<file path="src/rtl/bcd_stopwatch_core_if.sv">
// Button inputs and display-facing outputs of the BCD stopwatch core.
// master drives the buttons and observes the count; slave is the core itself.
interface bcd_stopwatch_core_if;
    logic        i_w_startStop;
    logic        i_w_clear;
    logic [15:0] o_r_bcd;
    logic        o_r_running;
    logic        o_r_wrap;

    modport master (
        output i_w_startStop,
        output i_w_clear,
        input  o_r_bcd,
        input  o_r_running,
        input  o_r_wrap
    );

    modport slave (
        input  i_w_startStop,
        input  i_w_clear,
        output o_r_bcd,
        output o_r_running,
        output o_r_wrap
    );
endinterface

</file>
<file path="src/rtl/bcd_stopwatch_core.sv">
// SS.cc stopwatch: synchronised/debounced buttons drive an IDLE/RUN/PAUSED FSM over a prescaled BCD count.
// Press reaches the FSM 2 sync + DEBOUNCE_CYCLES + 1 cycles after the raw edge; no backpressure, outputs registered.
module bcd_stopwatch_core #(
    parameter int TICK_DIV        = 1000000,
    parameter int DEBOUNCE_CYCLES = 1000000
) (
    input  logic                 i_w_clk,
    input  logic                 i_w_reset,
    bcd_stopwatch_core_if.slave  sw
);
    localparam int PW = $clog2(TICK_DIV);
    localparam int DW = $clog2(DEBOUNCE_CYCLES);

    localparam logic [PW-1:0] PRESC_LAST = PW'(TICK_DIV - 1);
    localparam logic [DW-1:0] DEB_LAST   = DW'(DEBOUNCE_CYCLES - 1);

    localparam logic [1:0] ST_IDLE   = 2'd0;
    localparam logic [1:0] ST_RUN    = 2'd1;
    localparam logic [1:0] ST_PAUSED = 2'd2;

    // Bit 0 is startStop, bit 1 is clear throughout the conditioning path.
    logic [1:0]         btn_raw;
    logic [1:0]         sync1_q, sync2_q;
    logic [1:0]         stable_q, stable_d, stable_dly_q;
    logic [1:0][DW-1:0] deb_cnt_q, deb_cnt_d;
    logic [1:0]         press;
    logic               ss_ev, clr_ev;

    logic [1:0]         state_q, state_d;
    logic [PW-1:0]      presc_q, presc_d;
    logic [15:0]        bcd_q, bcd_d, bcd_inc;
    logic               running_q;
    logic               wrap_q, wrap_d;
    logic               tick;

    assign btn_raw = {sw.i_w_clear, sw.i_w_startStop};

    always_comb begin
        stable_d  = stable_q;
        deb_cnt_d = deb_cnt_q;
        for (int b = 0; b < 2; b++) begin
            if (sync2_q[b] == stable_q[b]) begin
                deb_cnt_d[b] = '0;
            end else if (deb_cnt_q[b] == DEB_LAST) begin
                stable_d[b]  = sync2_q[b];
                deb_cnt_d[b] = '0;
            end else begin
                deb_cnt_d[b] = deb_cnt_q[b] + 1'b1;
            end
        end
    end

    // Rising edge of the accepted level only; releases never produce an event.
    assign press  = stable_q & ~stable_dly_q;
    assign ss_ev  = press[0];
    assign clr_ev = press[1];

    always_comb begin
        state_d = state_q;
        case (state_q)
            ST_IDLE:   if (ss_ev) state_d = ST_RUN;
            ST_RUN:    if (ss_ev) state_d = ST_PAUSED;
            ST_PAUSED: begin
                if (clr_ev)     state_d = ST_IDLE;
                else if (ss_ev) state_d = ST_RUN;
            end
            default:   state_d = ST_IDLE;
        endcase
    end

    assign tick = (state_q == ST_RUN) && (presc_q == PRESC_LAST);

    always_comb begin
        logic carry;
        bcd_inc = bcd_q;
        carry   = 1'b1;
        for (int i = 0; i < 4; i++) begin
            if (carry) begin
                if (bcd_q[i*4 +: 4] == 4'd9) begin
                    bcd_inc[i*4 +: 4] = 4'd0;
                end else begin
                    bcd_inc[i*4 +: 4] = bcd_q[i*4 +: 4] + 4'd1;
                    carry             = 1'b0;
                end
            end
        end
    end

    // PAUSED leaves the prescaler untouched so a resumed interval finishes where it left off.
    always_comb begin
        presc_d = presc_q;
        bcd_d   = bcd_q;
        wrap_d  = 1'b0;
        if (state_d == ST_IDLE) begin
            presc_d = '0;
            bcd_d   = '0;
        end else if (state_q == ST_RUN) begin
            if (tick) begin
                presc_d = '0;
                bcd_d   = bcd_inc;
                wrap_d  = (bcd_q == 16'h9999);
            end else begin
                presc_d = presc_q + 1'b1;
            end
        end
    end

    always_ff @(posedge i_w_clk or negedge i_w_reset) begin
        if (!i_w_reset) begin
            sync1_q      <= '0;
            sync2_q      <= '0;
            stable_q     <= '0;
            stable_dly_q <= '0;
            deb_cnt_q    <= '0;
            state_q      <= ST_IDLE;
            presc_q      <= '0;
            bcd_q        <= '0;
            running_q    <= 1'b0;
            wrap_q       <= 1'b0;
        end else begin
            sync1_q      <= btn_raw;
            sync2_q      <= sync1_q;
            stable_q     <= stable_d;
            stable_dly_q <= stable_q;
            deb_cnt_q    <= deb_cnt_d;
            state_q      <= state_d;
            presc_q      <= presc_d;
            bcd_q        <= bcd_d;
            running_q    <= (state_d == ST_RUN);
            wrap_q       <= wrap_d;
        end
    end

    assign sw.o_r_bcd     = bcd_q;
    assign sw.o_r_running = running_q;
    assign sw.o_r_wrap    = wrap_q;
endmodule

</file>
<file path="src/flat_wrapper.sv">
// flat-port wrapper written by rule: the top's interface ports become plain ports
module bcd_stopwatch_core_flat 
#(
    parameter int TICK_DIV        = 1000000,
    parameter int DEBOUNCE_CYCLES = 1000000
)
  (i_w_clk, i_w_reset, sw_i_w_startStop, sw_i_w_clear, sw_o_r_bcd, sw_o_r_running, sw_o_r_wrap);
  bcd_stopwatch_core_if sw_i ();
  input  logic i_w_clk;
  input  logic i_w_reset;
  input wire logic [$bits(sw_i.i_w_startStop)-1:0] sw_i_w_startStop;
  input wire logic [$bits(sw_i.i_w_clear)-1:0] sw_i_w_clear;
  output wire logic [$bits(sw_i.o_r_bcd)-1:0] sw_o_r_bcd;
  output wire logic [$bits(sw_i.o_r_running)-1:0] sw_o_r_running;
  output wire logic [$bits(sw_i.o_r_wrap)-1:0] sw_o_r_wrap;
  assign sw_i.i_w_startStop = sw_i_w_startStop;
  assign sw_i.i_w_clear = sw_i_w_clear;
  assign sw_o_r_bcd = sw_i.o_r_bcd;
  assign sw_o_r_running = sw_i.o_r_running;
  assign sw_o_r_wrap = sw_i.o_r_wrap;
  bcd_stopwatch_core #(.TICK_DIV(TICK_DIV), .DEBOUNCE_CYCLES(DEBOUNCE_CYCLES)) u_core (.i_w_clk(i_w_clk), .i_w_reset(i_w_reset), .sw(sw_i));
endmodule
</file>
<file path="config.mk">
export PLATFORM = sky130hd
export DESIGN_NAME = bcd_stopwatch_core_flat
export DESIGN_NICKNAME = d
export VERILOG_FILES = /design/src/rtl/bcd_stopwatch_core_if.sv /design/src/rtl/bcd_stopwatch_core.sv /design/src/flat_wrapper.sv
export SDC_FILE = /design/constraint.sdc
export NUM_CORES = 1
export LEC_CHECK = 0
export CAP_MARGIN = 20
export CORE_MARGIN = 1.5
export CORE_UTILIZATION = 30
export DETAILED_ROUTE_END_ITERATION = 12
export MAX_ROUTING_LAYER = met4
export PLACE_DENSITY = 0.44
export SETUP_SLACK_MARGIN = 0.05
export SYNTH_ARGS = -nofsm -noshare
export SYNTH_HDL_FRONTEND = slang
export SYNTH_SLANG_ARGS = --single-unit
</file>
<file path="constraint.sdc">
create_clock -name i_w_clk -period 1.61 [get_ports i_w_clk]
set_input_delay 0.322 -clock i_w_clk [delete_from_list [all_inputs] [get_ports i_w_clk]]
set_output_delay 0.322 -clock i_w_clk [all_outputs]
set_load 0.01 [all_outputs]
</file>
# Word-level counts from Yosys, hierarchy flattened
# Index checks and enable logic that the tools add are counted.
[totals] reg_bits=88 in_bits=4 out_inout_bits=18 word_cells=82
[classes] addsub=7 n_eq_ne=13 muxes=29 bitwise_logic=4 reduce_logical=14
[ops] op="20-bit 2-to-1 mux" n=7
[ops] op="20-bit by 1-bit adder with 20-bit output (second input constant)" n=3
[ops] op="20-bit equality test (second input constant)" n=3
[ops] op="16-bit 2-to-1 mux" n=3
[ops] op="4-bit 2-to-1 mux" n=7
[ops] op="4-bit by 1-bit adder with 4-bit output (second input constant)" n=4
[ops] op="16-bit equality test (second input constant)" n=1
[ops] op="4-bit equality test (second input constant)" n=4
[ops] op="2-bit nonzero test" n=5
[ops] op="3-bit AND reduction" n=3
[ops] op="1-bit 2-to-1 mux" n=8
[ops] op="2-bit 2-to-1 mux" n=3
[ops] op="2-bit case mux with 3 select lines" n=1
[ops] op="2-bit AND reduction" n=3
[ops] op="2-bit by 1-bit equality test with 1-bit output (second input constant)" n=2
[ops] op="2-bit zero test" n=2
[ops] op="2-bit bitwise AND" n=1
[ops] op="1-bit equality test" n=2
[ops] op="2-bit equality test (second input constant)" n=1
[ops] op="1-bit NOT" n=2
[ops] op="2-bit NOT" n=1
[ops] op="1-bit logical AND" n=1

# Depth between registers and ports, before layout
# Gate-level depths: netlist (run 1).
[logic_depth] word_depth=8 mapped_depth=8 mapped_depth_nobuf=7

# Least setup slack after synthesis (run 1)
# No wires, ideal clock.
[synth_path] path_type="flip-flop to flip-flop" start="register u_core.deb_cnt_q[0] (netlist name)" end="register u_core.deb_cnt_q[10] (netlist name)" setup_time_ns=0.119 arrival_ns=1.673 t_required_ns=1.491 path_slack_ns=-0.181 path_stages_with_launch=8 n_path_buf=1 period_less_slack_ns=1.791 cell_sequence="dfrtp_1 -> ha_1 -> nand2_1 -> or2_1 -> or3_1 -> nand2_1 -> buf_4 -> nor2_1"
[synth_lines] element="start: declaration" line_no="bcd_stopwatch_core.sv:25" source="logic [1:0][DW-1:0] deb_cnt_q, deb_cnt_d;"
[synth_lines] element="start signal: assignment" line_no="bcd_stopwatch_core.sv:125" source="deb_cnt_q <= deb_cnt_d;"

# Final worst setup path (run 1)
[layout_path] start="register u_core.presc_q[11]" end="register u_core.bcd_q[0], in the netlist u_core.sw.o_r_bcd[0]"
[layout_via] elab_chain_cells=4
[layout_rtl] element="start: declaration" line_no="bcd_stopwatch_core.sv:30" source="logic [PW-1:0] presc_q, presc_d;"
[layout_rtl] element="start signal: assignment" line_no="bcd_stopwatch_core.sv:127" source="presc_q <= presc_d;"
[layout_rtl] element="20-bit equality test" line_no="bcd_stopwatch_core.sv:71" source="assign tick = (state_q == ST_RUN) && (presc_q == PRESC_LAST);"
[layout_rtl] element="1-bit logical AND" line_no="bcd_stopwatch_core.sv:71"
[layout_rtl] element="2-bit nonzero test (no line)"
[layout_rtl] element="2-bit AND reduction (no line)"
[layout_rtl] element="end signal: assignment" line_no="bcd_stopwatch_core.sv:117" source="bcd_q <= '0;"
[layout_rtl] element="end signal: assignment" line_no="bcd_stopwatch_core.sv:128" source="bcd_q <= bcd_d;"
[layout_rtl] element="end: declaration" line_no="bcd_stopwatch_core.sv:31" source="logic [15:0] bcd_q, bcd_d, bcd_inc;"
# Every way passes these cells.
# A chain may end at the register's enable or synchronous reset.

==> impl_metrics.py, run 1 <==
metrics = {
    "synth": {
        "synth_nets": 454,
        "synthesis.area_sq_mm": 0.004369,
        "synth_cell_types": 47,
        "syn-instance-count": 439,
        "synth-seq-area-share_pct": 50.40,
        "ys_ff_latch": 88,
        "ys.warnings.count": 0,
        "avgSynthCellArea_sq_um": 9.953,
    },
    "detailed_routing": {
        "route.detailed.drc": 0,
        "drtPass1Iterations": 4,
        "avgRoutedWirePerCell_microns": 14.46,
        "drtIter0Drc": 144,
        "num_vias": 3675,
        "wl_microns": 11010,
        "vias_per_cell": 4.829,
        "ant_nets": 0,
    },
    "clock_network": {
        "cts_htree_levels": 3,
        "cts-root-buf": "clkbuf_16",
        "cts_buffer_depth": 2,
        "cts-buffers-inserted": 9,
        "clk_latency_ps": 340,
        "clkSinkCount": 88,
        "clk_pin_slew_worst_paths_ps": 60,
        "cts_tree": "done",
    },
    "place": {
        "place_area_sq_mm": 0.005560,
        "place_ws_ps": -215.1,
        "placed_cells": 722,
        "gp_congestion": 0.7869,
        "hpwl_microns": 7150,
        "portBuffers": 21,
    },
    "timing": {
        "holdWs_ps": 347.3,
        "worst_clock_skew_ps": 7.358,
        "min_period_ps": 1744,
        "setup_tns_ps": -3202,
        "tightest_slew_ps": 592.4,
        "slew-limit-headroom_pct": 60.44,
        "setup_viol": 69,
        "slew_violations": 0,
        "finalHoldViolations": 0,
        "fin_crit_sh_pct": 108.3,
        "setup_slack_ps": -134.3,
        "fmax_mhz": 573.3,
        "rsz0062_at_grt": "true",
    },
    "grt": {
        "grt_start_max_net_pins": 35,
        "grt_pass1_wl_microns": 18340,
        "grt_pass1_vias": 3784,
        "grt_antenna_before_repair": 0,
        "grt_overflow": 0,
        "grt_use_total_pct": 15.87,
    },
    "cells_and_area": {
        "diodes": 0,
        "final_cells": 761,
        "finalInstanceArea_sq_mm": 0.006628,
        "utilization_pct": 47.20,
        "nNetsFinal": 592,
        "area_delta_synth_final_pct": 51.69,
        "final_layout_size_suffix_gt1_share_pct": 36.83,
    },
    "run_status": {
        "violations": "negative setup slack",
        "status": "finished with violations",
    },
    "worst_setup_path": {
        "r2r_setup_slack_ps": -130,
        "cp-start-kind": "flop",
        "cp_max_fo": 8,
        "path_cells": "nor4b_4 -> and4bb_1 -> buf_6 -> nand2_4 -> or3_1 -> a21oi_2",
        "crit_cells": 6,
        "crit_family": "simple AND/OR/NAND/NOR gates",
        "end_kind": "flop",
        "worst_r2r_path_depth": 6,
        "cp.arrival_ps": 2010,
        "r2r-start": "u_core.presc_q[11]",
        "crit_required_ps": 1880,
        "slowest_delay_ps": 400,
        "critPathKind": "reg2reg",
        "critical_path_buf_inv_count": 1,
        "reg2reg_to": "u_core.sw.o_r_bcd[0]",
        "cp_slowest_cell": "dfrtp_1",
    },
    "floorplanning": {
        "row_count": 43,
        "start_util_pct": 31.11,
        "die_area_sq_mm": 0.01530,
        "ioPinCount": 22,
        "die_h_microns": 123.7,
        "core_area_sq_mm": 0.01404,
        "die_w_microns": 123.7,
    },
    "pwr": {
        "p_leak_nw": 2.878,
        "powerDensity_mw_per_mm2": 711.7,
        "vdd_drop_max_v": 0.0005606,
        "power.total_mw": 4.717,
    },
    "worst_hold_path": {
        "worstHoldPathType": "reg2reg",
        "whs_path_depth": 0,
        "hold-path-endpoint": "u_core.sync2_q[1]",
        "holdCritStartpoint": "u_core.sync1_q[1]",
    },
    "run": {
        "maxCapViolations": 0,
    },
}
## power breakdown
group	switching [mW]	internal (mW)	total [mW]
Clock	0.849	1.43	2.28
Combinational	0.123	0.0713	0.194
Sequential	0.0118	2.23	2.24
## cell usage in the layout (no fill, tap or decap), types with 3 or more instances in the layout
| cell | count |
|---|---|
| nand2_4 | 3 |
| nor4_2 | 3 |
| nor3_1 | 5 |
| nand3_1 | 26 |
| xor2_1 | 30 |
| xnor2_1 | 17 |
| dfrtp_1 | 86 |
| nand2_8 | 7 |
| o21ai_0 | 4 |
| and4_1 | 7 |
| dlygate4sd2_1 | 16 |
| a21oi_1 | 8 |
| nand2b_1 | 6 |
| o21ai_1 | 5 |
| nor2_4 | 19 |
| buf_6 | 10 |
| clkbuf_16 | 9 |
| nand2_1 | 37 |
| buf_4 | 91 |
| inv_1 | 5 |
| ha_1 | 9 |
| nand4_1 | 20 |
| nor2_1 | 34 |
| o211ai_1 | 5 |
| or3_1 | 4 |
| buf_12 | 4 |
| nand3_2 | 3 |
| and2_1 | 5 |
| and3_1 | 6 |
| nor2_2 | 16 |
| xor2_2 | 3 |
| mux2i_1 | 6 |
| nor2b_1 | 3 |
| clkdlybuf4s50_1 | 3 |
## repair_timing
item                       4_1_cts  5_1_grt
setup endpoints to repair       92       78
resized for setup               70       71
hold buffers                     1        0
setup buffers                   17        0
cloned                           3        3
pin swaps                       35       40
hold endpoints to repair        24        0
## area by class of cell
| cell class | count | area (sq um) |
|---|---|---|
| Sequential cell | 88 | 2205 |
| Multi-Input combinational cell | 345 | 2759 |
| Fill cell | 1280 | 7415 |
| Tap cell | 180 | 225.2 |
| Inverter | 5 | 18.77 |
| Clock inverter | 3 | 65.06 |
| Clock buffer | 12 | 256.5 |
| Timing Repair Buffer | 128 | 1099 |
## registers in the layout, summed over array words and instances (netlist names)
signal	flops
u_core.sync1_q	2
u_core.sync2_q	2
u_core.stable_q	2
u_core.deb_cnt_q	40
u_core.presc_q	20
u_core.sw.o_r_running	1
u_core.state_q	2
u_core.sw.o_r_bcd	16
u_core.stable_dly_q	2
u_core.sw.o_r_wrap	1
## Yosys cell counts (all sizes together)
master,instances,share of area (%)
nor2,69,5.9
and3b,2,0.40
and3,7,1.0
nand3b,1,0.17
or4b,2,0.46
o21a,2,0.34
ha,11,3.2
nor3b,1,0.17
nand2b,7,1.0
dfrtp,88,50
nor3,7,0.80
buf,6,0.89
xnor2,17,3.4
and4bb,1,0.29
a31o,2,0.40
and4,9,1.8
a21oi,9,1.0
o211ai,5,0.86
mux2,2,0.52
o21ai,10,1.1
nor4b,6,1.2
or2,3,0.43
xor2,35,7.0
a311oi,1,0.20
a41oi,1,0.20
o41a,1,0.26
inv,5,0.43
and2,6,0.86
o311ai,2,0.40
o2111ai,1,0.20
nand4,20,2.9
nand3,30,3.4
o31ai,2,0.34
nor2b,4,0.57
mux2i,6,1.4
or3,6,0.86
clkbuf,1,0.086
nand2,43,3.7
nand4b,2,0.40
a22o,1,0.20
nor4bb,1,0.23
nor4,4,0.57
## cell families after synthesis
kind of cell	synth area share, %
AO/OA/AOI/OAI	5.584
XOR/XNOR	10.42
multiplexers	1.890
adder cells (fa/ha/maj)	3.150
buffers and inverters	1.403
flip-flops	50.40
AND/OR/NAND/NOR	27.15
## metal layers
metal | vias to the layer above | part of all wire (%) | track usage [%] | wire length, microns
li1 | 1830 | - | - | -
met1 | 1795 | 47 | 19.21 | 5160
met2 | 42 | 49 | 25.86 | 5424
met3 | 8 | 2.8 | 4.441 | 303
met4 | 0 | 1.1 | 4.741 | 118
met5 | - | 0 | - | 0
## how the worst max path moves through the flow
stage,startpoint,endpoint,slack [ps]
2_1_floorplan,u_core.state_q[0],u_core.sw.o_r_bcd[7],-110
3_3_place_gp,u_core.presc_q[11],u_core.sw.o_r_bcd[7],-140
3_5_place_dp,u_core.presc_q[11],u_core.sw.o_r_bcd[3],-220
4_1_cts,u_core.presc_q[6],u_core.sw.o_r_bcd[1],-120
5_1_grt,u_core.presc_q[11],u_core.sw.o_r_bcd[7],-220
6_report,u_core.presc_q[11],u_core.sw.o_r_bcd[0],-130
(Power assumes the default switching activity.)
==> inputs of run 2 (changes only) <==
Settings changed: SLEW_MARGIN from default to 10.
==> results of run 2 <==
Final layout, timing and power as in run 1 (identical DEF).
